--- src/rtl/ms_unity_arb.sv ---
// Round-robin arbiter for the shared unity resource used by the multi-step command decoders.
// Grants one core at a time, drains its memory access before handing over, and can revoke a stuck grant.
module ms_unity_arb #(
  parameter int unsigned CCoreCnt = 4,
  parameter int unsigned CIdxW    = 2,
  parameter int unsigned CHoldMax = 1024
) (
  input  logic                AClkH,
  input  logic                AResetHN,
  input  logic [CCoreCnt-1:0] AUnityReq,
  input  logic [CCoreCnt-1:0] AMemPend,
  output logic [CCoreCnt-1:0] AUnityAck,
  output logic [CIdxW-1:0]    AOwnerIdx,
  output logic                AOwnerVld,
  output logic                ATimeout
);

  localparam int unsigned       CHoldW    = 16;
  localparam int unsigned       CSumW     = CIdxW + 1;
  localparam bit                CHoldEn   = (CHoldMax != 0);
  localparam logic [CHoldW-1:0] CHoldLast = CHoldEn ? CHoldW'(CHoldMax - 1) : '0;
  localparam logic [CHoldW-1:0] CHoldSat  = '1;
  localparam logic [CSumW-1:0]  CCoreSum  = CSumW'(CCoreCnt);

  typedef enum logic [1:0] {
    StIdle  = 2'd0,
    StGrant = 2'd1,
    StDrain = 2'd2
  } stateT;

  stateT               state, stateNxt;
  logic [CIdxW-1:0]    rrPtr, rrPtrNxt;
  logic [CHoldW-1:0]   holdCnt, holdCntNxt;
  logic [CCoreCnt-1:0] banned, bannedNxt;
  logic [CCoreCnt-1:0] ackNxt;
  logic [CIdxW-1:0]    ownerIdxNxt;
  logic                timeoutNxt;

  logic [CCoreCnt-1:0]   elig;
  logic [CCoreCnt-1:0]   ownerOh;
  logic                  ownerReq;
  logic                  ownerPend;
  logic [CIdxW-1:0]      ptrAfterOwner;
  logic [CIdxW-1:0]      arbPtr;
  logic [2*CCoreCnt-1:0] eligDbl;
  logic [CCoreCnt-1:0]   eligRot;
  logic                  pickVld;
  logic [CIdxW-1:0]      pickOfs;
  logic [CSumW-1:0]      pickSum;
  logic [CIdxW-1:0]      pickIdx;
  logic [CCoreCnt-1:0]   pickOh;

  assign elig = AUnityReq & ~banned;

  // Owner decode and the pointer position just past the owner
  always_comb begin
    ownerOh = '0;
    for (int unsigned k = 0; k < CCoreCnt; k++) begin
      ownerOh[k] = (AOwnerIdx == CIdxW'(k));
    end
    ownerReq      = |(AUnityReq & ownerOh);
    ownerPend     = |(AMemPend & ownerOh);
    ptrAfterOwner = (AOwnerIdx == CIdxW'(CCoreCnt - 1)) ? '0 : AOwnerIdx + CIdxW'(1);
  end

  // In DRAIN the pointer moves past the owner and is used in the same cycle
  assign arbPtr = (state == StDrain) ? ptrAfterOwner : rrPtr;

  // Rotate so arbPtr sits at bit 0, take the lowest set bit, rotate back
  always_comb begin
    eligDbl = {elig, elig} >> arbPtr;
    eligRot = eligDbl[CCoreCnt-1:0];
    pickVld = 1'b0;
    pickOfs = '0;
    for (int unsigned j = 0; j < CCoreCnt; j++) begin
      if (!pickVld && eligRot[j]) begin
        pickVld = 1'b1;
        pickOfs = CIdxW'(j);
      end
    end
    pickSum = {1'b0, arbPtr} + {1'b0, pickOfs};
    if (pickSum >= CCoreSum) begin
      pickSum = pickSum - CCoreSum;
    end
    pickIdx = pickSum[CIdxW-1:0];
    pickOh  = '0;
    for (int unsigned k = 0; k < CCoreCnt; k++) begin
      pickOh[k] = pickVld && (pickIdx == CIdxW'(k));
    end
  end

  // Next-state and next-output logic
  always_comb begin
    stateNxt    = state;
    rrPtrNxt    = rrPtr;
    holdCntNxt  = holdCnt;
    bannedNxt   = banned & AUnityReq;
    ackNxt      = AUnityAck;
    ownerIdxNxt = AOwnerIdx;
    timeoutNxt  = 1'b0;

    unique case (state)
      StIdle: begin
        ackNxt = '0;
        if (pickVld) begin
          ackNxt      = pickOh;
          ownerIdxNxt = pickIdx;
          holdCntNxt  = '0;
          stateNxt    = StGrant;
        end
      end
      StGrant: begin
        if (!ownerReq) begin
          ackNxt   = '0;
          stateNxt = StDrain;
        end else if (CHoldEn && (holdCnt == CHoldLast)) begin
          ackNxt     = '0;
          timeoutNxt = 1'b1;
          bannedNxt  = bannedNxt | ownerOh;
          stateNxt   = StDrain;
        end else if (holdCnt != CHoldSat) begin
          holdCntNxt = holdCnt + CHoldW'(1);
        end
      end
      StDrain: begin
        ackNxt = '0;
        if (!ownerPend) begin
          rrPtrNxt = ptrAfterOwner;
          if (pickVld) begin
            ackNxt      = pickOh;
            ownerIdxNxt = pickIdx;
            holdCntNxt  = '0;
            stateNxt    = StGrant;
          end else begin
            stateNxt = StIdle;
          end
        end
      end
      default: begin
        ackNxt   = '0;
        stateNxt = StIdle;
      end
    endcase
  end

  always_ff @(posedge AClkH or negedge AResetHN) begin
    if (!AResetHN) begin
      state     <= StIdle;
      rrPtr     <= '0;
      holdCnt   <= '0;
      banned    <= '0;
      AUnityAck <= '0;
      AOwnerIdx <= '0;
      AOwnerVld <= 1'b0;
      ATimeout  <= 1'b0;
    end else begin
      state     <= stateNxt;
      rrPtr     <= rrPtrNxt;
      holdCnt   <= holdCntNxt;
      banned    <= bannedNxt;
      AUnityAck <= ackNxt;
      AOwnerIdx <= ownerIdxNxt;
      AOwnerVld <= |ackNxt;
      ATimeout  <= timeoutNxt;
    end
  end

endmodule

--- config.mk ---
export PLATFORM = sky130hd
export DESIGN_NAME = ms_unity_arb
export DESIGN_NICKNAME = d
export VERILOG_FILES = /design/src/rtl/ms_unity_arb.sv
export SDC_FILE = /design/constraint.sdc
export NUM_CORES = 1
export LEC_CHECK = 0
export CAP_MARGIN = 10
export CORE_MARGIN = 10
export CORE_UTILIZATION = 61
export CTS_CLUSTER_DIAMETER = 100
export DETAILED_ROUTE_END_ITERATION = 7
export PLACE_DENSITY = 0.84
export SETUP_SLACK_MARGIN = 0.15
export SLEW_MARGIN = 20
export SYNTH_ARGS = -nofsm -noshare
export SYNTH_HDL_FRONTEND = slang
export SYNTH_SLANG_ARGS = --single-unit
export TNS_END_PERCENT = 30
--- constraint.sdc ---
create_clock -name AClkH -period 4.39 [get_ports AClkH]
set_input_delay 0.878 -clock AClkH [delete_from_list [all_inputs] [get_ports AClkH]]
set_output_delay 0.878 -clock AClkH [all_outputs]
set_load 0.01 [all_outputs]
## After elaboration in Yosys (flattened, before gate mapping)

Cells that the tools add are included.

- Output and inout bits: 8
- Bits in writable memories: 0
- Register bits: 32
- ROM bits: 0
- Logic and storage cells: 95
- Latch bits: 0
- Input bits: 10
- Memories: 0

- Reduce and logical (&&, ||, !) cells: 22
- Bitwise logic cells: 7
- Shift operators: 1
- Multipliers: 0
- Mux-type cells: 36
- Order comparisons: 1
- Add/subtract/negate cells: 4
- Divide/modulo/power cells: 0
- Equality and inequality tests: 16

Operator list:

| cell | count |
|---|---|
| 2-to-1 mux 16 bit | 5 |
| one-hot mux 16 bit (3 select lines) | 1 |
| 2-to-1 mux 4 bit | 7 |
| 2-to-1 mux 2 bit | 11 |
| adder 16 x 1 -> 16 bit (second input constant) | 1 |
| bitwise AND 4 bit | 4 |
| == test 16 x 10 -> 1 bit (second input constant) | 1 |
| inequality test 16 bit (second input constant) | 1 |
| one-hot mux 4 bit (3 select lines) | 1 |
| OR reduction 4 bit | 3 |
| == test 2 bit (second input constant) | 5 |
| inequality test 2 bit (second input constant) | 5 |
| 2-to-1 mux 1 bit | 9 |
| right shift 8 x 2 -> 4 bit | 1 |
| logical AND 1 bit | 7 |
| == test 2 x 1 -> 1 bit (second input constant) | 3 |
| zero test 2 bit | 3 |
| one-hot mux 2 bit (3 select lines) | 1 |
| AND reduction 5 bit | 1 |
| NOT 4 bit | 1 |
| OR 4 bit | 1 |
| one-hot mux 2 bit (2 select lines) | 1 |
| AND reduction 2 bit | 2 |
| adder 2 x 2 -> 3 bit | 1 |
| other kinds (9) | 11 |

## Depth between registers and ports, before layout

- Depth in word-level cells: 23
- Depth in mapped cells: 11

## Worst setup path after synthesis

No wires, ideal clock.

- Path kind: flip-flop to flip-flop
- Start point: reg AOwnerIdx[0]
- End point: reg AUnityAck[1]
- Setup slack: 1.854 ns
- Path buffers: 0
- Stages on the path, launching flop included: 12
- Setup time: 0.122 ns
- Arrival: 2.415 ns
- Path through: dfrtp_1 > inv_1 > ha_1 > mux2i_2 > nand2_1 > a22oi_1 > o21ai_1 > o21a_1 > ha_1 > xor2_1 > xnor2_2 > a32o_1

- Cells in the longest elaborated chain, start to end: 22
- Elaborated cells on any way between the ends: 35
- Classes of those cells: 3 x add/sub; 1 x order compare; 4 x eq/ne; 1 x shift; 14 x mux; 2 x bitwise; 10 x reduce/logical

Ends and longest elaborated chain:

| element | line | text |
|---|---|---|
| start: declaration | 13 | `output logic [CIdxW-1:0] AOwnerIdx,` |
| start signal: assignment | 162 | `AOwnerIdx <= ownerIdxNxt;` |
| adder 2 x 1 -> 2 bit / == test 2 bit (equally long branches) | 63 | `ptrAfterOwner = (AOwnerIdx == CIdxW'(CCoreCnt - 1)) ? '0 : AOwnerIdx + CIdxW'(1);` |
| 2-to-1 mux 2 bit (*) | 63 |  |
| via ptrAfterOwner[1] | 43 | `logic [CIdxW-1:0] ptrAfterOwner;` |
| 2-to-1 mux 2 bit (*) | 67 | `assign arbPtr = (state == StDrain) ? ptrAfterOwner : rrPtr;` |
| right shift 8 x 2 -> 4 bit | 71 | `eligDbl = {elig, elig} >> arbPtr;` |
| 2-to-1 mux 1 bit | 76 | `if (!pickVld && eligRot[j]) begin` |
| zero test 1 bit | 76 |  |
| logical AND 1 bit | 76 |  |
| [... 8 more ...] | -- |  |
| >= comparator 3 bit / subtractor 2 x 1 -> 2 bit (equally long branches) | 82, 83 |  |
| 2-to-1 mux 2 bit | 82 | `if (pickSum >= CCoreSum) begin` |
| == test 2 x 1 -> 1 bit | 88 | `pickOh[k] = pickVld && (pickIdx == CIdxW'(k));` |
| logical AND 1 bit | 88 |  |
| 2-to-1 mux 4 bit (*) | 105, 129 |  |
| 2-to-1 mux 4 bit | 127 | `if (!ownerPend) begin` |
| one-hot mux 4 bit (3 select lines) (*) | 102 | `unique case (state)` |
| via ackNxt[1] | 35 | `logic [CCoreCnt-1:0] ackNxt;` |
| end signal: assignment | 161 | `AUnityAck <= ackNxt;` |
| end: declaration | 12 | `output logic [CCoreCnt-1:0] AUnityAck,` |

The timed path passes the listed nets; every way through them passes the cells marked *.
A chain may end at the register's enable or synchronous reset.

## Worst setup path in the final report

- Start point: in AUnityReq[0]
- End point: reg AUnityAck[1]

- Cells in the longest elaborated chain, start to end: 20
- Elaborated cells on any way between the ends: 27
- Classes of those cells: 2 x add/sub; 1 x order compare; 1 x eq/ne; 1 x shift; 12 x mux; 2 x bitwise; 8 x reduce/logical

Ends and longest elaborated chain:

| element | line | text |
|---|---|---|
| start: declaration | 10 | `input logic [CCoreCnt-1:0] AUnityReq,` |
| bitwise AND 4 bit | 53 | `assign elig = AUnityReq & ~banned;` |
| right shift 8 x 2 -> 4 bit | 71 |  |
| 2-to-1 mux 1 bit | 76 |  |
| zero test 1 bit | 76 |  |
| logical AND 1 bit | 76 |  |
| 2-to-1 mux 1 bit | 76 |  |
| zero test 1 bit | 76 |  |
| logical AND 1 bit | 76 |  |
| [... 5 more ...] | -- |  |
| >= comparator 3 bit / subtractor 2 x 1 -> 2 bit (equally long branches) | 82, 83 |  |
| 2-to-1 mux 2 bit | 82 |  |
| == test 2 x 1 -> 1 bit | 88 |  |
| logical AND 1 bit | 88 |  |
| 2-to-1 mux 4 bit | 105, 129 |  |
| 2-to-1 mux 4 bit | 127 |  |
| one-hot mux 4 bit (3 select lines) (*) | 102 |  |
| via ackNxt[1] | 35 |  |

Marked as above.

==> results.json <==
{
  "detail_route.wirelength_mm": 4.30,
  "timing.max_cap.violations": 0,
  "final_antenna_net_count": 0,
  "number_of_placement_rows": 19,
  "setup-tns-final_ns": 0,
  "synth_largest_area_cell": "dfrtp_1",
  "outcome": "finished clean",
  "synth.area.mux_share_pct": 6.14,
  "worst_ep_arrival_time_ns": 3.11,
  "synth_top_family_by_area": "simple AND/OR/NAND/NOR gates",
  "die_height_um": 74.8,
  "timing.critical_path.required_ns": 4.63,
  "globalplace.congestion": 0.942,
  "finalMaxSlewViolations": 0,
  "grt_antenna_before_repair": 0,
  "power.share.sequential_pct": 32.2,
  "detail_route.iter0.violations": 156,
  "later_pin_clock_latency_in_the_skew_report_ns": 0.34,
  "post_cts_resized": 0,
  "synthAdderAreaFrac_pct": 4.10,
  "synth_area_leaders": "dfrtp_1, xnor2_1, ha_1, a22o_1, nor2_1",
  "vias": 1478,
  "layout-drive-gt1-share_pct": 9.13,
  "yosys.cell_types.count": 46,
  "grt_start_max_net_pins": 33,
  "yosys_warnings": 0,
  "irDropWorstVdd_v": 0.000329,
  "core_area_um2": 2810,
  "max_stage_delay_ns": 0.54,
  "numCtsBuffers": 5,
  "cts_post_setup_buffers_inserted": 0,
  "fmax_mhz": 348,
  "synth.yosys.seq_area_share_pct": 43.7,
  "overflow": 0,
  "synth_top_area_share_pct": 43.7,
  "final_common_cell": "dfrtp_1",
  "cts_htree_levels": 2,
  "detail_route.wl_per_cell_um": 18.0,
  "timing.max_slew.rel_slack_pct": 62.1,
  "cts_tree": "built",
  "start_kind": "primary input",
  "synth_area_um2": 1830,
  "max_slew.worst_pin.slew_ns": 0.568,
  "setup_viol": 0,
  "grt_first_pass_wirelength_mm": 7.40,
  "drc_errors": 0,
  "num-fill-cells": 198,
  "setup.worst_path.end_class": "register",
  "clock-sinks": 32,
  "post_synth.cell_area_avg_um2": 9.80,
  "hold_class": "reg -> reg",
  "power_switching_w": 0.000474,
  "internal_power_w": 0.000745,
  "slowest_cell_on_the_critical_path": "clkdlybuf4s50_1",
  "critical_path.cell_chain": "clkdlybuf4s50_1 -> nor2b_1 -> nand2_1 -> a22oi_1 -> o21ai_1 -> o21a_1 -> ha_1 -> xor2_1 -> xnor2_2 -> a32o_1",
  "worst_r2r_endpoint": "AUnityAck[1]$_DFF_PN0_",
  "area_growth_syn_to_layout_pct": 15.8,
  "cts_hold_buffers": 0,
  "synthSimpleGateAreaFrac_pct": 22.0,
  "synthXorXnorAreaFrac_pct": 6.14,
  "portBuffers": 17,
  "area_of_the_die_um2": 5600,
  "antenna-diode-count": 0,
  "viasPerCell": 6.18,
  "p_total_w": 0.00122,
  "worstHoldEndpoint": "holdCnt[4]$_DFFE_PN0P_",
  "period_share_pct": 65.4,
  "drtPass1Iterations": 4,
  "grt.total_usage_pct": 17.0,
  "start_util_pct": 65.3,
  "utilization_pct": 75.7,
  "finalCriticalPeriod_ns": 2.87,
  "synthesis.nets": 203,
  "part_of_the_power_in_the_clock_network_pct": 20.9,
  "rsz0062_at_grt": "no",
  "worstHoldStart": "holdCnt[4]$_DFFE_PN0P_",
  "worst_hold_path.num_cells": 1,
  "comb_power_share_pct": 46.9,
  "die_w_um": 74.8,
  "setup.worst_path.class": "in -> reg",
  "finalNetCount": 223,
  "power_density_normalized_to_cell_area_nw_per_um2": 574,
  "final.setup_skew_ns": 0.0108,
  "synth_compound_gate_area_share_pct": 16.2,
  "r2r_depth": 11,
  "total_leakage_power_nw": 0.919,
  "highest_count_cells_in_the_layout_ignoring_fill_and_taps": "dfrtp_1, nor2_1, clkdlybuf4s50_1",
  "via_count_of_the_first_global_routing_pass": 1561,
  "syn-instance-count": 187,
  "fin_hold_viols": 0,
  "clkTransAtPathRegs_ns": 0.11,
  "r2r_setup_slack_ns": 1.61,
  "path_max_fanout": 5,
  "switching_share_pct": 38.9,
  "num_io_pins": 18,
  "detailed_place_hpwl_mm": 3.14,
  "finalHoldWorstSlack_ns": 0.519,
  "clock_path_buffers": 2,
  "cts-root-buf": "clkbuf_4",
  "critical_path.reg2reg.startpoint": "AOwnerIdx[0]$_DFFE_PN0P_",
  "number_of_synthesized_register_bits": 32
}
==> power groups by stage <==
stage               Combinational, W  Clock (W)  Sequential, W
floorplan                   0.000410          0       0.000400
global placement            0.000545          0       0.000395
detailed placement          0.000566          0       0.000398
CTS                         0.000571   0.000259       0.000392
global route                0.000632   0.000272       0.000401
finish                      0.000572   0.000255       0.000393
==> Yosys cell counts, drive strengths merged <==
cell and n:
mux2i 6, nor2 18, o31ai 1, inv 3, dfrtp 32, nor4 2, nand2b 5, ha 6
and2 4, a21oi 5, xnor2 11, or3 1, o2111ai 1, and4 2, nand4 5, xor2 1
a211oi 1, a22oi 3, o21ai 11, nor4b 1, mux2 4, nor3 8, o21a 1, o41a 1
a21boi 1, nand3 9, o211ai 1, and3 2, o22ai 1, a22o 8, a32oi 1, nor2b 5
nand2 16, or2 1, o41ai 1, clkbuf 2, a32o 1, buf 3, a21o 2
==> critical path, delay by kind of cell <==
kind,cells,cell delay (ns)
adder cells (fa/ha/maj),1,0.18
AND/OR/NAND/NOR,2,0.39
AO/OA/AOI/OAI,4,0.73
XOR/XNOR,2,0.38
buffers and inverters,1,0.54
==> cell type report <==
cell class / instances / area (um2) / share of cell area, %
clock buffer: 7 / 65.1 / 3.06
clock inverter: 1 / 30.0 / 1.41
inverter: 3 / 11.3 / 0.530
multi-input combinational: 147 / 1000 / 47.1
sequential: 32 / 801 / 37.7
tap: 31 / 38.8 / 1.83
timing repair buffer: 18 / 178 / 8.37
==> how the worst max path moves through the flow <==
stage                     slack [ns]                      from                      to  depth (start not counted)
after global placement          1.31              AUnityReq[1]  AUnityAck[1]$_DFF_PN0_                         10
after CTS                       1.58              AUnityReq[0]  AUnityAck[1]$_DFF_PN0_                         10
after global routing            1.37  AOwnerIdx[0]$_DFFE_PN0P_  AUnityAck[1]$_DFF_PN0_                         11
after floorplan                 1.85  AOwnerIdx[0]$_DFFE_PN0P_  AUnityAck[1]$_DFF_PN0_                         11
final                           1.52              AUnityReq[0]  AUnityAck[1]$_DFF_PN0_                         10
after detailed placement        1.21              AUnityReq[0]  AUnityAck[1]$_DFF_PN0_                         10
==> stage by stage <==
stage,setup slack [ns],cell area (um2),cells
after floorplan,1.85,1830,187
after global placement,1.31,2030,231
after detailed placement,1.21,2030,231
after CTS,1.58,2120,239
after global routing,1.37,2120,239
final,1.52,2120,239
==> logic make-up after synthesis <==
kind of cell	count (synthesis)
xor gates and xnor gates	12
adders and majority gates	6
DFF	32
and+or+nand+nor	79
buffers and inverters	8
AOI/OAI and AO/OA	40
muxes	10
==> metal layers <==
| metal | share of wire, % | track usage, % | up-vias |
|---|---|---|---|
| li1 | - | - | 715 |
| met1 | 41 | 19.6 | 710 |
| met2 | 51 | 28.8 | 42 |
| met3 | 6.2 | 5.52 | 11 |
| met4 | 1.9 | 6.72 | 0 |
| met5 | 0 | 0 | - |
==> state kept, by name, summed over array words and instances, names as in the netlist <==
signal     cells
holdCnt       16
AUnityAck      4
banned         4
AOwnerIdx      2
rrPtr          2
state          2
AOwnerVld      1
ATimeout       1
No activity file was read; power rests on OpenSTA's default activity.
